--- src/rtl/mult_err_monitor_pkg.sv ---
// Purpose: shared types and constants for the multiplier error monitor.
// Latency: n/a (declarations only).
// Backpressure: n/a.
// Contents: FSM state enum, default counter/accumulator widths, ED width.
package mult_eval_pkg;

  localparam int CNT_W_DEF = 16;  // window length and sample/error counter width
  localparam int SUM_W_DEF = 32;  // error-distance accumulator width
  localparam int ED_W      = 16;  // width of exact product and |A*B - R|

  typedef enum logic [1:0] {
    ST_IDLE  = 2'd0,
    ST_RUN   = 2'd1,
    ST_DRAIN = 2'd2,
    ST_DONE  = 2'd3
  } state_e;

endpackage

--- src/rtl/mult_err_monitor_if.sv ---
// Purpose: bundles the control, sample and result signals of the monitor.
// Latency: n/a (wiring only).
// Backpressure: in_ready from the monitor gates acceptance of in_valid samples.
// Ports: master drives start/win_len/in_valid/A/B/R; slave drives in_ready,
//        busy, done and the four result counters.
interface mult_err_monitor_if #(
  parameter int CNT_W = 16,
  parameter int SUM_W = 32
);
  logic             start;
  logic [CNT_W-1:0] win_len;
  logic             in_valid;
  logic             in_ready;
  logic [7:0]       A;
  logic [7:0]       B;
  logic [15:0]      R;
  logic             busy;
  logic             done;
  logic [CNT_W-1:0] err_cnt;
  logic [SUM_W-1:0] sum_ed;
  logic [15:0]      max_ed;
  logic [CNT_W-1:0] smp_cnt;

  modport master (
    output start, win_len, in_valid, A, B, R,
    input  in_ready, busy, done, err_cnt, sum_ed, max_ed, smp_cnt
  );

  modport slave (
    input  start, win_len, in_valid, A, B, R,
    output in_ready, busy, done, err_cnt, sum_ed, max_ed, smp_cnt
  );
endinterface

--- src/rtl/mult_err_monitor_ed_calc.sv ---
// Purpose: exact 8x8 product and unsigned error distance |A*B - R|.
// Latency: combinational.
// Backpressure: none.
// Ports: a, b operands; r approximate product; prod exact product; ed distance.
module ed_calc
  import mult_eval_pkg::*;
(
  input  logic [7:0]      a,
  input  logic [7:0]      b,
  input  logic [15:0]     r,
  output logic [ED_W-1:0] prod,
  output logic [ED_W-1:0] ed
);

  always_comb begin
    prod = {8'd0, a} * {8'd0, b};
    // Subtract the smaller from the larger so the distance never wraps.
    ed   = (prod >= r) ? (prod - r) : (r - prod);
  end

endmodule

--- src/rtl/mult_err_monitor.sv ---
// Purpose: measures error statistics of an approximate 8x8 multiplier over a window.
// Latency: results final and done pulsed 3 cycles after the last accepted sample.
// Backpressure: in_ready high only while the window is open (RUN); no internal stalls.
// Ports: clk, rst_n (async, active-low); bus = mult_err_monitor_if.slave carrying
//        start/win_len, the A/B/R sample handshake, busy/done and the results.
module mult_err_monitor
  import mult_eval_pkg::*;
#(
  parameter int CNT_W = CNT_W_DEF,
  parameter int SUM_W = SUM_W_DEF
) (
  input logic               clk,
  input logic               rst_n,
  mult_err_monitor_if.slave bus
);

  state_e           state_q, state_d;
  logic [CNT_W-1:0] win_len_q, win_len_d;
  logic [CNT_W-1:0] smp_cnt_q, smp_cnt_d;
  logic [CNT_W-1:0] err_cnt_q, err_cnt_d;
  logic [SUM_W-1:0] sum_ed_q, sum_ed_d;
  logic [ED_W-1:0]  max_ed_q, max_ed_d;
  logic             drain_cnt_q, drain_cnt_d;

  // Stage 1: captured sample. Stage 2: error distance and error flag.
  logic             s1_vld_q, s1_vld_d;
  logic [7:0]       s1_a_q, s1_a_d, s1_b_q, s1_b_d;
  logic [15:0]      s1_r_q, s1_r_d;
  logic             s2_vld_q, s2_vld_d;
  logic [ED_W-1:0]  s2_ed_q, s2_ed_d;
  logic             s2_err_q, s2_err_d;

  logic [ED_W-1:0]  calc_prod, calc_ed;
  logic             accept;
  logic [CNT_W-1:0] smp_inc;
  logic [SUM_W:0]   sum_ext;

  ed_calc u_ed_calc (
    .a    (s1_a_q),
    .b    (s1_b_q),
    .r    (s1_r_q),
    .prod (calc_prod),
    .ed   (calc_ed)
  );

  always_comb begin
    state_d     = state_q;
    win_len_d   = win_len_q;
    smp_cnt_d   = smp_cnt_q;
    err_cnt_d   = err_cnt_q;
    sum_ed_d    = sum_ed_q;
    max_ed_d    = max_ed_q;
    drain_cnt_d = drain_cnt_q;
    s1_a_d      = s1_a_q;
    s1_b_d      = s1_b_q;
    s1_r_d      = s1_r_q;
    s2_ed_d     = s2_ed_q;
    s2_err_d    = s2_err_q;

    accept  = bus.in_valid && (state_q == ST_RUN);
    smp_inc = smp_cnt_q + CNT_W'(1);
    sum_ext = {1'b0, sum_ed_q} + (SUM_W+1)'(s2_ed_q);

    // Stage 1
    s1_vld_d = accept;
    if (accept) begin
      s1_a_d = bus.A;
      s1_b_d = bus.B;
      s1_r_d = bus.R;
    end

    // Stage 2
    s2_vld_d = s1_vld_q;
    if (s1_vld_q) begin
      s2_ed_d  = calc_ed;
      s2_err_d = (calc_prod != s1_r_q);
    end

    // Stage 3: bubbles (s2_vld_q == 0) leave the accumulators untouched.
    if (s2_vld_q) begin
      sum_ed_d = sum_ext[SUM_W] ? {SUM_W{1'b1}} : sum_ext[SUM_W-1:0];
      if (s2_err_q) err_cnt_d = err_cnt_q + CNT_W'(1);
      if (s2_ed_q > max_ed_q) max_ed_d = s2_ed_q;
    end

    case (state_q)
      ST_IDLE, ST_DONE: begin
        state_d = ST_IDLE;
        if (bus.start) begin
          win_len_d   = bus.win_len;
          smp_cnt_d   = '0;
          err_cnt_d   = '0;
          sum_ed_d    = '0;
          max_ed_d    = '0;
          drain_cnt_d = 1'b0;
          // An empty window has nothing to collect and goes straight to drain.
          state_d     = (bus.win_len == '0) ? ST_DRAIN : ST_RUN;
        end
      end
      ST_RUN: begin
        if (accept) begin
          smp_cnt_d = smp_inc;
          if (smp_inc == win_len_q) begin
            state_d     = ST_DRAIN;
            drain_cnt_d = 1'b0;
          end
        end
      end
      ST_DRAIN: begin
        // Two cycles: lets the last sample cross stages 2 and 3.
        drain_cnt_d = 1'b1;
        if (drain_cnt_q) state_d = ST_DONE;
      end
      default: state_d = ST_IDLE;
    endcase
  end

  always_ff @(posedge clk or negedge rst_n) begin
    if (!rst_n) begin
      state_q     <= ST_IDLE;
      win_len_q   <= '0;
      smp_cnt_q   <= '0;
      err_cnt_q   <= '0;
      sum_ed_q    <= '0;
      max_ed_q    <= '0;
      drain_cnt_q <= 1'b0;
      s1_vld_q    <= 1'b0;
      s1_a_q      <= '0;
      s1_b_q      <= '0;
      s1_r_q      <= '0;
      s2_vld_q    <= 1'b0;
      s2_ed_q     <= '0;
      s2_err_q    <= 1'b0;
    end else begin
      state_q     <= state_d;
      win_len_q   <= win_len_d;
      smp_cnt_q   <= smp_cnt_d;
      err_cnt_q   <= err_cnt_d;
      sum_ed_q    <= sum_ed_d;
      max_ed_q    <= max_ed_d;
      drain_cnt_q <= drain_cnt_d;
      s1_vld_q    <= s1_vld_d;
      s1_a_q      <= s1_a_d;
      s1_b_q      <= s1_b_d;
      s1_r_q      <= s1_r_d;
      s2_vld_q    <= s2_vld_d;
      s2_ed_q     <= s2_ed_d;
      s2_err_q    <= s2_err_d;
    end
  end

  assign bus.in_ready = (state_q == ST_RUN);
  assign bus.busy     = (state_q == ST_RUN) || (state_q == ST_DRAIN);
  assign bus.done     = (state_q == ST_DONE);
  assign bus.err_cnt  = err_cnt_q;
  assign bus.sum_ed   = sum_ed_q;
  assign bus.max_ed   = max_ed_q;
  assign bus.smp_cnt  = smp_cnt_q;

endmodule

--- src/flat_wrapper.sv ---
// flat-port wrapper written by rule: the top's interface ports become plain ports
module mult_err_monitor_flat import mult_eval_pkg::*;
#(
  parameter int CNT_W = CNT_W_DEF,
  parameter int SUM_W = SUM_W_DEF
)
  (clk, rst_n, bus_start, bus_win_len, bus_in_valid, bus_A, bus_B, bus_R, bus_in_ready, bus_busy, bus_done, bus_err_cnt, bus_sum_ed, bus_max_ed, bus_smp_cnt);
  mult_err_monitor_if #(.CNT_W(CNT_W), .SUM_W(SUM_W)) bus_i ();
  input logic clk;
  input logic rst_n;
  input wire logic [$bits(bus_i.start)-1:0] bus_start;
  input wire logic [$bits(bus_i.win_len)-1:0] bus_win_len;
  input wire logic [$bits(bus_i.in_valid)-1:0] bus_in_valid;
  input wire logic [$bits(bus_i.A)-1:0] bus_A;
  input wire logic [$bits(bus_i.B)-1:0] bus_B;
  input wire logic [$bits(bus_i.R)-1:0] bus_R;
  output wire logic [$bits(bus_i.in_ready)-1:0] bus_in_ready;
  output wire logic [$bits(bus_i.busy)-1:0] bus_busy;
  output wire logic [$bits(bus_i.done)-1:0] bus_done;
  output wire logic [$bits(bus_i.err_cnt)-1:0] bus_err_cnt;
  output wire logic [$bits(bus_i.sum_ed)-1:0] bus_sum_ed;
  output wire logic [$bits(bus_i.max_ed)-1:0] bus_max_ed;
  output wire logic [$bits(bus_i.smp_cnt)-1:0] bus_smp_cnt;
  assign bus_i.start = bus_start;
  assign bus_i.win_len = bus_win_len;
  assign bus_i.in_valid = bus_in_valid;
  assign bus_i.A = bus_A;
  assign bus_i.B = bus_B;
  assign bus_i.R = bus_R;
  assign bus_in_ready = bus_i.in_ready;
  assign bus_busy = bus_i.busy;
  assign bus_done = bus_i.done;
  assign bus_err_cnt = bus_i.err_cnt;
  assign bus_sum_ed = bus_i.sum_ed;
  assign bus_max_ed = bus_i.max_ed;
  assign bus_smp_cnt = bus_i.smp_cnt;
  mult_err_monitor #(.CNT_W(CNT_W), .SUM_W(SUM_W)) u_core (.clk(clk), .rst_n(rst_n), .bus(bus_i));
endmodule
--- config.mk ---
export PLATFORM = sky130hd
export DESIGN_NAME = mult_err_monitor_flat
export DESIGN_NICKNAME = d
export VERILOG_FILES = /design/src/rtl/mult_err_monitor_pkg.sv /design/src/rtl/mult_err_monitor_if.sv /design/src/rtl/mult_err_monitor_ed_calc.sv /design/src/rtl/mult_err_monitor.sv /design/src/flat_wrapper.sv
export SDC_FILE = /design/constraint.sdc
export NUM_CORES = 1
export LEC_CHECK = 0
export BUFFER_PORTS_ARGS = -buffer_cell sky130_fd_sc_hd__buf_2
export CAP_MARGIN = 5
export CORE_UTILIZATION = 49
export DETAILED_ROUTE_END_ITERATION = 10
export PLACE_DENSITY = 0.66
export SYNTH_ARGS = -nofsm -noshare
export SYNTH_HDL_FRONTEND = slang
export SYNTH_HIERARCHICAL = 1
export SYNTH_SLANG_ARGS = --single-unit
--- constraint.sdc ---
create_clock -name clk -period 8.75 [get_ports clk]
set_clock_uncertainty 0.1 [all_clocks]
set_input_delay 0.4375 -clock clk [delete_from_list [all_inputs] [get_ports clk]]
set_output_delay 0.4375 -clock clk [all_outputs]
set_load 0.02 [all_outputs]
Yosys cells after proc, flatten, opt, wreduce, memory -nomap -nowiden
Cells that the tools add are included.
{"block": "word_totals", "out_inout_bits": 83, "ff_bits": 150, "wordCells": 67, "inputBits": 52}
{"block": "classes", "n_eq_ne": 9, "n_lt_le_gt_ge": 2, "add_sub_neg": 5, "mul": 1, "reduce_logical": 10, "muxes": 26}
{"cell": "$mux 16", "n": 11}
{"cell": "$mux 32", "n": 4}
{"cell": "$add 32x16->33", "n": 1}
{"cell": "$add 16x1->16 const B", "n": 2}
{"cell": "$pmux 16 s2", "n": 1}
{"cell": "$sub 16x16->16", "n": 2}
{"cell": "$eq 16x16->1", "n": 1}
{"cell": "$ge 16x16->1", "n": 1}
{"cell": "$gt 16x16->1", "n": 1}
{"cell": "$logic_not 16->1", "n": 1}
{"cell": "$mul 8x8->16", "n": 1}
{"cell": "$ne 16x16->1", "n": 1}
{"cell": "$mux 2", "n": 5}
{"cell": "$reduce_and 3->1", "n": 3}
{"cell": "$ne 2x1->1 const B", "n": 3}
{"cell": "$pmux 2 s3", "n": 1}
{"cell": "$eq 2x2->1 const B", "n": 2}
{"cell": "$mux 1", "n": 3}
{"cell": "$pmux 1 s3", "n": 1}
{"cell": "$eq 2x1->1 const B", "n": 1}
{"cell": "$logic_not 2->1", "n": 1}
{"cell": "$ne 2x2->1 const B", "n": 1}
{"cell": "$reduce_and 2->1", "n": 1}
{"cell": "$reduce_bool 2->1", "n": 1}
{"cell": "3 further kinds", "n": 3}

Longest topological paths before layout
{"block": "logic_depth", "ltp_word": 5, "mapped_depth": 27, "depth_no_buf": 26}

Cells and area by module
The synthesis kept the hierarchy.
{"module": "mult_err_monitor", "cells_per_inst": 890, "area_per_inst_um2": 8501.9, "n_inst": 1, "seq_area_each_um2": 3753.6}
{"module": "ed_calc", "cells_per_inst": 450, "area_per_inst_um2": 3619.7, "n_inst": 1, "seq_area_each_um2": 0.0}

Worst setup path before layout
No wires, ideal clock.
{"block": "synth_path", "kind": "register to register", "startpoint": "reg u_core.s1_a_q[1]", "endpoint": "reg u_core.s2_ed_q[10]", "n_path_buf": 1, "synth_period_minus_slack_ps": 6360, "required_ps": 8525, "setup_slack_ps": 2390, "setup_ps": 125, "t_arrival_ps": 6135, "stages_incl_launch_ff": 25, "path_cell_list": "dfrtp_1 > and2_1 > fa_1 > fa_1 > fa_1 > inv_1 > fa_1 > inv_1 > ha_1 > and2_1 > a311oi_1 > a21bo_1 > o2bb2ai_1 > o21bai_1 > a21oi_1 > xnor2_1 > ha_1 > a2111oi_0 > o2bb2ai_1 > a21boi_4 > buf_6 > nor3_1 > a21o_1 > xnor2_1 > mux2_2"}
{"block": "synth_via", "elab_chain_cells": 3, "word_cells_on_any_way": 5, "classes_between": "add/sub (2); mul (1); order compare (1); mux (1)"}
{"item": "from (decl)", "line": "mult_err_monitor.sv:27", "source": "logic [7:0] s1_a_q, s1_a_d, s1_b_q, s1_b_d;"}
{"item": "from (signal assigned)", "line": "mult_err_monitor.sv:128", "source": "s1_a_q <= '0;"}
{"item": "from (signal assigned)", "line": "mult_err_monitor.sv:143", "source": "s1_a_q <= s1_a_d;"}
{"item": "$mul 8x8->16", "line": "mult_err_monitor_ed_calc.sv:16", "source": "prod = {8'd0, a} * {8'd0, b};"}
{"item": "named net u_core.calc_prod[15]", "line": "mult_err_monitor.sv:33", "source": "logic [ED_W-1:0] calc_prod, calc_ed;"}
{"item": "$ge 16x16->1", "line": "mult_err_monitor_ed_calc.sv:18", "source": "ed = (prod >= r) ? (prod - r) : (r - prod);"}
{"item": "$mux 16", "line": "mult_err_monitor_ed_calc.sv:18"}
{"item": "named net u_core.calc_ed[10]", "line": "mult_err_monitor.sv:33"}
{"item": "to (signal assigned)", "line": "mult_err_monitor.sv:132", "source": "s2_ed_q <= '0;"}
{"item": "to (signal assigned)", "line": "mult_err_monitor.sv:147", "source": "s2_ed_q <= s2_ed_d;"}
{"item": "to (decl)", "line": "mult_err_monitor.sv:30", "source": "logic [ED_W-1:0] s2_ed_q, s2_ed_d;"}
The timed path passes the listed nets, and every way through them passes these cells.
A chain may end at the register's enable or synchronous reset.

Final worst setup path
{"block": "layout_path", "startpoint": "reg u_core.s1_a_q[1]", "endpoint": "reg u_core.s2_ed_q[8]"}
Same word-level chain as after synthesis.

==> results.py <==
metrics = {
    "drt": {
        "wl_um": 29500,
        "wl_per_cell_um": 16.5,
        "drt_iter0_drc": 582,
        "first_pass_iters": 6,
        "antenna_left": 0,
        "num_vias": 10000,
        "drc": 0,
        "vias_per_cell": 5.61,
    },
    "critical_path": {
        "slowest_delay_ns": 0.65,
        "crit_arrival_ns": 7.36,
        "worstSetupEndpointType": "flip-flop",
        "cp_cell_sequence": "and2_1, fa_1, fa_1, fa_1, inv_1, fa_1, inv_1, ha_1, and2_1, a311oi_1, a21bo_1, o2bb2ai_1, o21bai_1, a21oi_1, xnor2_1, ha_1, a2111oi_0, o2bb2ai_1, a21boi_4, a211oi_1, a31oi_1, xor2_1, mux2_2",
        "cp_top_family": "adder cells",
        "crit_fanout": 23,
        "cp_common_cell": "fa_1",
        "startpoint_type": "flip-flop",
        "worstSetupPathType": "reg -> reg",
        "cp_data_required_time_ns": 8.96,
        "slowest_stage": "a21boi_4",
        "worst-path-buf-inv": 2,
    },
    "clock_tree": {
        "clock_sinks": 150,
        "cts-root-buf": "clkbuf_16",
        "cts_setup_buffers": 0,
        "ctsLongestPathBuffers": 2,
        "clk_latency_ns": 0.43,
        "clk_pin_slew_ns": 0.07,
        "ctsResizeCount": 0,
        "cts_hold_buf": 1,
        "cts-buffers-inserted": 17,
        "h-tree-depth": 4,
        "cts_tree": "yes",
    },
    "min_path": {
        "hold_class": "in -> reg",
    },
    "die": {
        "die_h_um": 159,
        "rows": 57,
        "dieArea_um2": 25400,
        "ios": 135,
        "core_um2": 24300,
        "start_util_pct": 49.8,
        "die_x_um": 159,
    },
    "placement": {
        "dpl_cell_area_um2": 13000,
        "placed_cells": 1753,
        "place_congestion": 0.897,
        "hpwl_um": 22300,
        "io_buffers": 134,
    },
    "grt": {
        "overflow": 0,
        "grt_start_max_net_pins": 86,
        "antenna_found_initial": 0,
        "grt_pass1_wl_um": 48500,
        "grt_usage_pct": 23.6,
        "grt_pass1_vias": 9532,
    },
    "final_layout": {
        "area_delta_synth_final_pct": 12.4,
        "antenna_cells": 0,
        "fin_area_um2": 13600,
        "drive_gt1_share_pct": 16.7,
        "num-nets-final": 1643,
        "n_fill_cell": 2214,
        "instances_no_fill": 1786,
    },
    "run_status": {
        "status": "complete, no violations",
    },
    "timing": {
        "fmax_mhz": 140,
        "fin_crit_sh_pct": 81.7,
        "slew_headroom_pct": 32.9,
        "post-route-min-period_ns": 7.15,
        "worst_pin_slew_ns": 0.991,
        "setup_viol": 0,
        "rsz0062_at_grt": "no",
        "tns_ns": 0,
        "finalMaxSlewViolations": 0,
        "hold_viol": 0,
    },
    "job": {
        "drv_cap": 0,
    },
    "yosys": {
        "syn-cell-area_um2": 12100,
        "ys_warn_count": 6,
        "async_flop_share_pct": 100,
        "avgSynthCellArea_um2": 9.05,
        "seq_area_frac_synth_pct": 31.0,
        "synth_edf_count": 0,
        "synth_cells": 1340,
        "synth_flop_cell": "dfrtp_1",
        "ys_ff_latch": 150,
        "ys_types": 82,
        "syn_nets": 1534,
    },
}
## kinds of logic (layout without fill, tap and decap cells)
| group | after synthesis | in the layout | share of synthesized area (%) |
|---|---|---|---|
| simple gates | 429 | 429 | 17.7 |
| flops | 150 | 150 | 31.0 |
| xor+xnor | 91 | 91 | 6.58 |
| compound gates | 288 | 288 | 15.5 |
| mux | 75 | 75 | 6.73 |
| buf+inv | 165 | 287 | 5.47 |
| fa+ha+maj | 142 | 142 | 17.1 |
## sequential cells by signal (all words and copies together) (netlist names), 8 cells and up
name,cells
u_core/s1_b_q,8
u_core/win_len_q,16
u_core/s1_r_q,16
u_core/bus.sum_ed,32
u_core/bus.smp_cnt,16
u_core/bus.max_ed,16
u_core/bus.err_cnt,16
u_core/s2_ed_q,16
u_core/s1_a_q,8
## metal layers
layer | part of all wire, % | wire length [um] | up-vias | GRT usage [%]
met4 | 1.8 | 540 | 0 | 6.99
met3 | 4.5 | 1330 | 41 | 4.04
li1 | - | - | 4882 | -
met2 | 47 | 13900 | 244 | 38.9
met5 | 0 | 0 | - | 0
met1 | 46 | 13700 | 4849 | 31.9
## worst paths after layout
| kind | startpoint | to | slack [ns] | cells after the start |
|---|---|---|---|---|
| worst min register to register | u_core/win_len_q[15] | u_core/win_len_q[15] | 0.40 | 2 |
| max in group asynchronous | rst_n | u_core/s1_b_q[6] | 6.66 | 3 |
| min in group asynchronous | rst_n | u_core/bus.max_ed[10] | 0.53 | 2 |
| worst min-delay path | bus_win_len[2] | u_core/win_len_q[2] | 0.11 | 3 |
| worst max register to register | u_core/s1_a_q[1] | u_core/s2_ed_q[8] | 1.60 | 23 |
| worst max-delay path | u_core/s1_a_q[1] | u_core/s2_ed_q[8] | 1.60 | 23 |
## worst reg2reg max path: cells and delay by family, from the launching register on
family                   cells  cell delay [ns]
AO/OA/AOI/OAI               10             2.59
XOR/XNOR                     2             0.29
adder cells (fa/ha/maj)      6             2.79
buffers and inverters        2             0.09
flip-flops                   1             0.46
multiplexers                 1             0.26
AND/OR/NAND/NOR              2             0.41
## cell usage in the layout (no fill, tap or decap), drive strengths merged, types with 23 or more instances in the layout
master    n
fa       39
inv     120
a21o     28
xnor2    54
ha      103
nand4    23
and2     63
nand3    31
a21oi    77
mux2     49
nand2   150
mux2i    26
nor2     76
xor2     37
buf     138
o21ai    72
dfrtp   150
## through the flow
step                      util (%)  setup slack [ns]  hold WS (ns)
after global placement        53.5              1.79         0.380
after detailed placement      53.5              1.62         0.383
after CTS                     56.0              1.61        0.0973
after global routing          56.0              1.16         0.116
after floorplan                  -              2.39        0.0419
final                         56.0              1.60         0.111
## synthesized netlist by cell type, types with 30 or more instances
master	n	area share [%]
a21oi_1	74	3.1
and2_1	63	3.3
clkbuf_1	31	0.96
dfrtp_1	150	31
fa_1	39	6.4
ha_1	103	11
inv_1	115	3.6
mux2_2	47	4.4
nand2_1	149	4.6
nand3_1	30	1.2
nor2_1	76	2.4
o21ai_0	70	2.9
xnor2_1	54	3.9
xor2_1	37	2.7
## area by class of cell
type	count	area [um2]	share of cell area, %
multi-input cells	1025	7710	56.6
flip-flops and latches	150	3750	27.5
repair buffers	139	717	5.26
inverters	116	435	3.19
clock buffers	19	433	3.18
well taps	324	405	2.97
clock inverters	13	170	1.25
Power is not shown: default switching activity piles up to over one toggle a cycle in this logic, so the estimate is an artifact.
